**config.mk**
```make
export PLATFORM = sky130hd
export DESIGN_NAME = dmem_mmio_bridge
export DESIGN_NICKNAME = d
export VERILOG_FILES = /design/src/rtl/dmem_mmio_bridge.sv
export SDC_FILE = /design/constraint.sdc
export NUM_CORES = 1
export LEC_CHECK = 0
export CAP_MARGIN = 30
export CORE_MARGIN = 2
export CORE_UTILIZATION = 47
export DETAILED_ROUTE_END_ITERATION = 6
export PLACE_DENSITY = 0.92
export SYNTH_ARGS = -nofsm -noshare
export SYNTH_HDL_FRONTEND = slang
export SYNTH_SLANG_ARGS = --single-unit
```
**constraint.sdc**
```tcl
create_clock -name m_clock -period 6.18 [get_ports m_clock]
set_input_delay 1.236 -clock m_clock [delete_from_list [all_inputs] [get_ports m_clock]]
set_output_delay 1.236 -clock m_clock [all_outputs]
set_load 0.005 [all_outputs]
```
**src/rtl/dmem_mmio_bridge.sv**
```systemverilog
// dmem_mmio_bridge
//   Routes rv32i_core data accesses either to ram_wrap or to a small
//   memory-mapped register block (display latch, LEDs, switches, cycle
//   counter, control). Read data always returns one cycle after dmem_r,
//   for both RAM and IO targets.
//
// Ports
//   m_clock   system clock, rising edge
//   p_reset   asynchronous active-high reset
//   dmem_r    core read strobe (one cycle per access)
//   dmem_w    core write strobe (one cycle per access)
//   daddr     core word address
//   wdata     core write data
//   rdata     read data, valid the cycle after dmem_r
//   ram_addr  address to ram_wrap (always daddr)
//   ram_wdata write data to ram_wrap (always wdata)
//   ram_rden  byte read enables to ram_wrap
//   ram_wren  byte write enables to ram_wrap
//   ram_rdata read data from ram_wrap, one cycle after ram_rden
//   disp_data display latch, drives seg7_ctrl
//   led       LED register
//   sw        asynchronous switch inputs
//   bus_err   one-cycle pulse following an illegal access
module dmem_mmio_bridge #(
  parameter logic [31:0] IO_BASE = 32'h8000_0000,
  parameter int          RAM_AW  = 16,
  parameter int          LED_W   = 8,
  parameter int          SW_W    = 8
) (
  input  logic             m_clock,
  input  logic             p_reset,
  input  logic             dmem_r,
  input  logic             dmem_w,
  input  logic [31:0]      daddr,
  input  logic [31:0]      wdata,
  output logic [31:0]      rdata,
  output logic [31:0]      ram_addr,
  output logic [31:0]      ram_wdata,
  output logic [3:0]       ram_rden,
  output logic [3:0]       ram_wren,
  input  logic [31:0]      ram_rdata,
  output logic [31:0]      disp_data,
  output logic [LED_W-1:0] led,
  input  logic [SW_W-1:0]  sw,
  output logic             bus_err
);

  typedef enum logic [1:0] {
    SEL_NONE = 2'd0,
    SEL_RAM  = 2'd1,
    SEL_IO   = 2'd2
  } sel_t;

  localparam logic [5:0] W_DISP  = 6'd0;
  localparam logic [5:0] W_LED   = 6'd1;
  localparam logic [5:0] W_SW    = 6'd2;
  localparam logic [5:0] W_CYCLE = 6'd3;
  localparam logic [5:0] W_CTRL  = 6'd4;

  logic [31:0]     disp_q;
  logic [LED_W-1:0] led_q;
  logic [SW_W-1:0] sw_s1, sw_s2;
  logic [31:0]     cycle_q;
  logic            en_q;

  logic            is_ram, is_io, io_ok;
  logic [5:0]      word;
  logic            rd_go, wr_io, clr, err_p0;
  sel_t            sel_p0, sel_p1;
  logic [31:0]     io_rd_p0, io_rd_p1;
  logic            bus_err_p1;

  // Stage p0: combinational decode of the current access
  assign is_ram = ((daddr >> RAM_AW) == 32'd0);
  assign is_io  = !is_ram && (daddr[31:8] == IO_BASE[31:8]);
  assign word   = daddr[7:2];
  assign io_ok  = is_io && (word <= W_CTRL);

  // A simultaneous read+write keeps the write and drops the read.
  assign rd_go  = dmem_r && !dmem_w;
  assign wr_io  = dmem_w && io_ok;
  assign clr    = wr_io && (word == W_CTRL) && wdata[1];
  assign err_p0 = ((dmem_r || dmem_w) && !is_ram && !io_ok) || (dmem_r && dmem_w);

  assign ram_addr  = daddr;
  assign ram_wdata = wdata;
  assign ram_rden  = (rd_go && is_ram) ? 4'b1111 : 4'b0000;
  assign ram_wren  = (dmem_w && is_ram) ? 4'b1111 : 4'b0000;

  always_comb begin
    sel_p0 = SEL_NONE;
    if (rd_go && is_ram)     sel_p0 = SEL_RAM;
    else if (rd_go && io_ok) sel_p0 = SEL_IO;
  end

  always_comb begin
    io_rd_p0 = 32'd0;
    case (word)
      W_DISP:  io_rd_p0 = disp_q;
      W_LED:   io_rd_p0 = {{(32-LED_W){1'b0}}, led_q};
      W_SW:    io_rd_p0 = {{(32-SW_W){1'b0}}, sw_s2};
      W_CYCLE: io_rd_p0 = cycle_q;
      W_CTRL:  io_rd_p0 = {31'd0, en_q};
      default: io_rd_p0 = 32'd0;
    endcase
  end

  // Register block state
  always_ff @(posedge m_clock or posedge p_reset) begin
    if (p_reset) begin
      disp_q  <= 32'd0;
      led_q   <= '0;
      en_q    <= 1'b1;
      cycle_q <= 32'd0;
      sw_s1   <= '0;
      sw_s2   <= '0;
    end else begin
      sw_s1 <= sw;
      sw_s2 <= sw_s1;
      if (wr_io && word == W_DISP) disp_q <= wdata;
      if (wr_io && word == W_LED)  led_q  <= wdata[LED_W-1:0];
      if (wr_io && word == W_CTRL) en_q   <= wdata[0];
      // Clear wins over increment; increment uses the enable in force
      // before this edge.
      if (clr)       cycle_q <= 32'd0;
      else if (en_q) cycle_q <= cycle_q + 32'd1;
    end
  end

  // Stage p1: registered read target and error pulse
  always_ff @(posedge m_clock or posedge p_reset) begin
    if (p_reset) begin
      sel_p1     <= SEL_NONE;
      bus_err_p1 <= 1'b0;
    end else begin
      sel_p1     <= sel_p0;
      bus_err_p1 <= err_p0;
    end
  end

  always_ff @(posedge m_clock) begin
    io_rd_p1 <= io_rd_p0;
  end

  // The async reset clears sel_p1, which forces rdata to 0 at once.
  always_comb begin
    rdata = 32'd0;
    case (sel_p1)
      SEL_RAM: rdata = ram_rdata;
      SEL_IO:  rdata = io_rd_p1;
      default: rdata = 32'd0;
    endcase
  end

  assign disp_data = disp_q;
  assign led       = led_q;
  assign bus_err   = bus_err_p1;

endmodule

```
# ---- After elaboration in Yosys (flattened, before gate mapping)
# Cells that the tools add are included.
dict set report totals {
  regBits 124
  word_cells 48
  output_inout_bits 145
  inputBits 108
}
dict set report op_classes {
  n_eq_ne 7
  reduce_logical 22
  order_cmp 1
  n_addsub 1
  mux 8
}
# op n
set ops {}
lappend ops {{$pmux 32 s5} 1}
lappend ops {{$mux 32} 2}
lappend ops {{$pmux 32 s2} 1}
lappend ops {{$add 32x1->32 const B} 1}
lappend ops {{$logic_not 32->1} 1}
lappend ops {{$eq 24x24->1 const B} 1}
lappend ops {{$logic_and 1x1->1} 14}
lappend ops {{$eq 6x2->1 const B} 2}
lappend ops {{$mux 4} 2}
lappend ops {{$eq 6x1->1 const B} 1}
lappend ops {{$eq 6x3->1 const B} 1}
lappend ops {{$le 6x3->1 const B} 1}
lappend ops {{$logic_not 6->1} 1}
lappend ops {{$mux 2} 2}
lappend ops {{$logic_not 1->1} 3}
lappend ops {{$eq 2x1->1 const B} 1}
lappend ops {{$eq 2x2->1 const B} 1}
lappend ops {{$logic_or 1x1->1} 2}
lappend ops {{$reduce_bool 2->1} 1}

# ---- Logic depth before layout (Yosys ltp)
dict set report depth {
  depth_word 8
  ltp_mapped 6
  depth_no_buf 5
}

# ---- Least setup slack after synthesis
# No wires, ideal clock.
dict set report synth_timing {
  kind {input to output}
  start {input port daddr[17]}
  end {output port ram_rden[0]}
  stages 5
  arrival_ns 2.993
  setup_slack_ns 1.951
  path_buffers 2
  t_required_ns 4.944
  cell_sequence {or4_4 > or4_1 > buf_4 > nor3_1 > buf_4}
}
dict set report synth_between {
  elab_chain_len 3
}
# element line_no
set synth_lines {}
lappend synth_lines {{start, declared} 34} ;# input logic [31:0] daddr,
lappend synth_lines {{$logic_not 32->1} 74} ;# assign is_ram = ((daddr >> RAM_AW) == 32'd0);
lappend synth_lines {{$logic_and 1x1->1} 87} ;# assign ram_rden = (rd_go && is_ram) ? 4'b1111 : 4'b0000;
lappend synth_lines {{$mux 4} 87}
lappend synth_lines {{end, declared} 39} ;# output logic [3:0] ram_rden,
# Every way passes these cells.

# ---- Worst setup path in the final report
dict set report layout_timing {
  start {input port daddr[18]}
  end {output port ram_rden[2]}
}
# Same word-level chain as after synthesis.

==> results.cfg <==
[die]
core_area_um2 = 12600
die-area_um2 = 13800
die_x_um = 117
num_rows = 41
start_util_pct = 48.1
ios = 253
die_y_um = 117

[drt]
vias = 5144
routed_wl_um = 18300
ant_nets = 0
vias_per_cell = 5.65
wl_per_cell_um = 20.1
drc = 0
drt_iter0_drc = 351
firstDrtPassIters = 5

[global_routing]
grt_pass1_wl_um = 28900
first_global_vias = 5198
grt_antenna_before_repair = 0
grt_max_degree = 67
grt_usage_pct = 26.8
gr-total-overflow = 0

[synthesis]
yosysMostFrequentCell = dfrtp_1
yosysSeqAreaShare_pct = 48.7
synth_common_cells = dfrtp_1, buf_4, nor2_1
synth-seq-cells = 124
synthesis.nets = 663
syn_avg_cell_area_um2 = 10.9
synth_warnings = 0
synth_area_um2 = 6040
netlist.area_leader.share_pct = 37.7
synth.area.top_cells = dfrtp_1, dfxtp_1, buf_4
yosys.cell_types.count = 44
synth_ff_type = dfrtp_1
synth_edf_count = 0
async_flop_share_pct = 74.2
netlist_instances = 552
yosysTopAreaCell = dfrtp_1

[hold_path]
hold_path_end = sw_s2[1]$_DFF_PP0_
hold_depth = 0
hp-class = reg2reg
min-delay-start = sw_s1[1]$_DFF_PP0_

[clocking]
cts.sinks = 124
cts_tree = yes
clock_path_buffers = 2
post_cts_buffers = 0
cts_hold_buffers = 0
clkTransAtPathRegs_ns = 0.05
ctsResizeCount = 0
cts_root_buffer = clkbuf_16
htree_levels = 4
clk_latency_ns = 0.42
cts_buffers = 17

[timing]
hold_viol_final = 0
max_slew_margin_pct = 33.2
fin_crit_ns = 5.41
drv_slew = 0
rsz0062_at_grt = no
max_freq_mhz = 185
setup-violations-final = 0
layout_worst_path_cycle_share_pct = 87.6
fin_skew_ns = 0.0141
setup_tns_ns = 0
tightest_slew_ns = 1.00

[critical_path]
critical_path.max_fanout = 6
ff2ff_path_depth = 4
end_kind = output port
rr_startpoint = cycle_q[11]$_DFFE_PP0P_
rr_endpoint = cycle_q[24]$_DFFE_PP0P_
path_class = in2out
cp.required_ns = 4.94
critPathLaunchType = input pin
critPathArrivalTime_ns = 4.18
rrSetupSlack_ns = 3.82

[status]
status = complete, no violations

[placed_design]
port_buffers = 248
dpl_cell_area_um2 = 8140
gp_congestion = 0.945
hpwl_um = 13400

[finish]
area_growth_pct = 45.0
antenna-diode-count = 0
nets = 836
fin_area_um2 = 8760
fill_cells = 852
drive_gt1_share_pct = 12.2

[pwr]
p_leak_nw = 3.45
p_per_area_nw_per_um2 = 225
ir_drop_uv = 225

[run]
max-cap-violations = 0
## critical path, cell delays in order
cell             delay, ns
clkdlybuf4s50_1       0.45
or4_4                 0.56
or4_1                 0.75
nor3_1                0.56
clkdlybuf4s50_1       0.62
## report_power, final
group,switching (W),internal (W),total (W)
clock network,0.000350,0.000642,0.000992
logic,0.0000551,0.000102,0.000157
registers,0.00000235,0.000817,0.000820
## metrics by stage
| step | cells | setup slack, ns | total power (W) | utilization, % | hold WS, ns |
|---|---|---|---|---|---|
| floorplan | 552 | 1.95 | 0.000892 | - | 0.331 |
| finish | 910 | 0.769 | 0.00197 | 69.7 | 0.346 |
| global route | 910 | 0.640 | 0.00203 | 69.7 | 0.355 |
| CTS | 909 | 0.754 | 0.00199 | 69.5 | 0.347 |
| detailed placement | 877 | 0.760 | 0.000991 | 64.8 | 0.335 |
| global placement | 875 | 0.881 | 0.000988 | 64.5 | 0.332 |
## cell type report
cell class	count	area, µm²	share of cell area (%)
flip-flops and latches	124	2940	33.6
repair buffers	255	2570	29.3
multi-input cells	319	2410	27.5
clock buffers	21	450	5.14
well taps	172	215	2.46
clock inverters	11	143	1.63
inverters	8	32.5	0.371
## cells in the final DEF, fill, tap and decap left out, types with 2 or more instances in the layout
master             n
clkinvlp_4         2
xnor2_1            5
a22o_1            24
clkdlybuf4s50_1  248
o31ai_1           11
mux2i_1            2
nor2_1            54
dfxtp_1           32
nand3_1           16
buf_4              4
or4_4              2
clkbuf_1           3
nor3_1             5
o21ai_0            5
or3_1              5
dfrtp_1           91
clkinv_2           4
bufinv_16          3
mux2_2            38
and3_1             5
a21oi_1           11
inv_1              7
a22oi_1           37
clkbuf_16         17
or4_1             15
xor2_1            10
nand4_1           13
nor4_4             2
and4_1             6
buf_8              2
mux2_1             3
nand2_1           13
ha_1               3
nor4_1             7
and2_1             9
mux4_2             7
## flip-flops by register name (all words and copies together), names as in the netlist
name and flops:
sw_s1 8, cycle_q 32, bus_err 1, sel_p1 2
sw_s2 8, disp_data 32, io_rd_p1 32, en_q 1
led 8
## per-layer routing
metal | track usage (%) | share of wire (%) | vias to the layer above
met4 | 9.49 | 1.6 | 0
met2 | 45.6 | 52 | 221
met5 | 0 | 0 | -
met1 | 33.5 | 41 | 2582
met3 | 6.23 | 5.8 | 31
li1 | - | - | 2310
## worst max path at each step
stage,cells past startpoint,endpoint,start
final,5,ram_rden[2],daddr[18]
after global routing,5,ram_rden[2],daddr[22]
after CTS,5,ram_rden[2],daddr[22]
after detailed placement,5,ram_rden[2],daddr[22]
after global placement,5,ram_rden[3],daddr[17]
after floorplan,5,ram_rden[0],daddr[17]
## logic make-up (layout without fill, tap and decap cells)
logic type,after synthesis,count (layout),share of synthesized area [%]
compound gates,92,92,11.3
xor+xnor,15,15,2.17
fa+ha+maj,4,4,0.787
buf+inv,109,295,11.5
flops,124,124,48.7
mux,50,50,10.6
simple gates,158,158,15.0
Note: power is estimated with default switching activity, not from simulation.
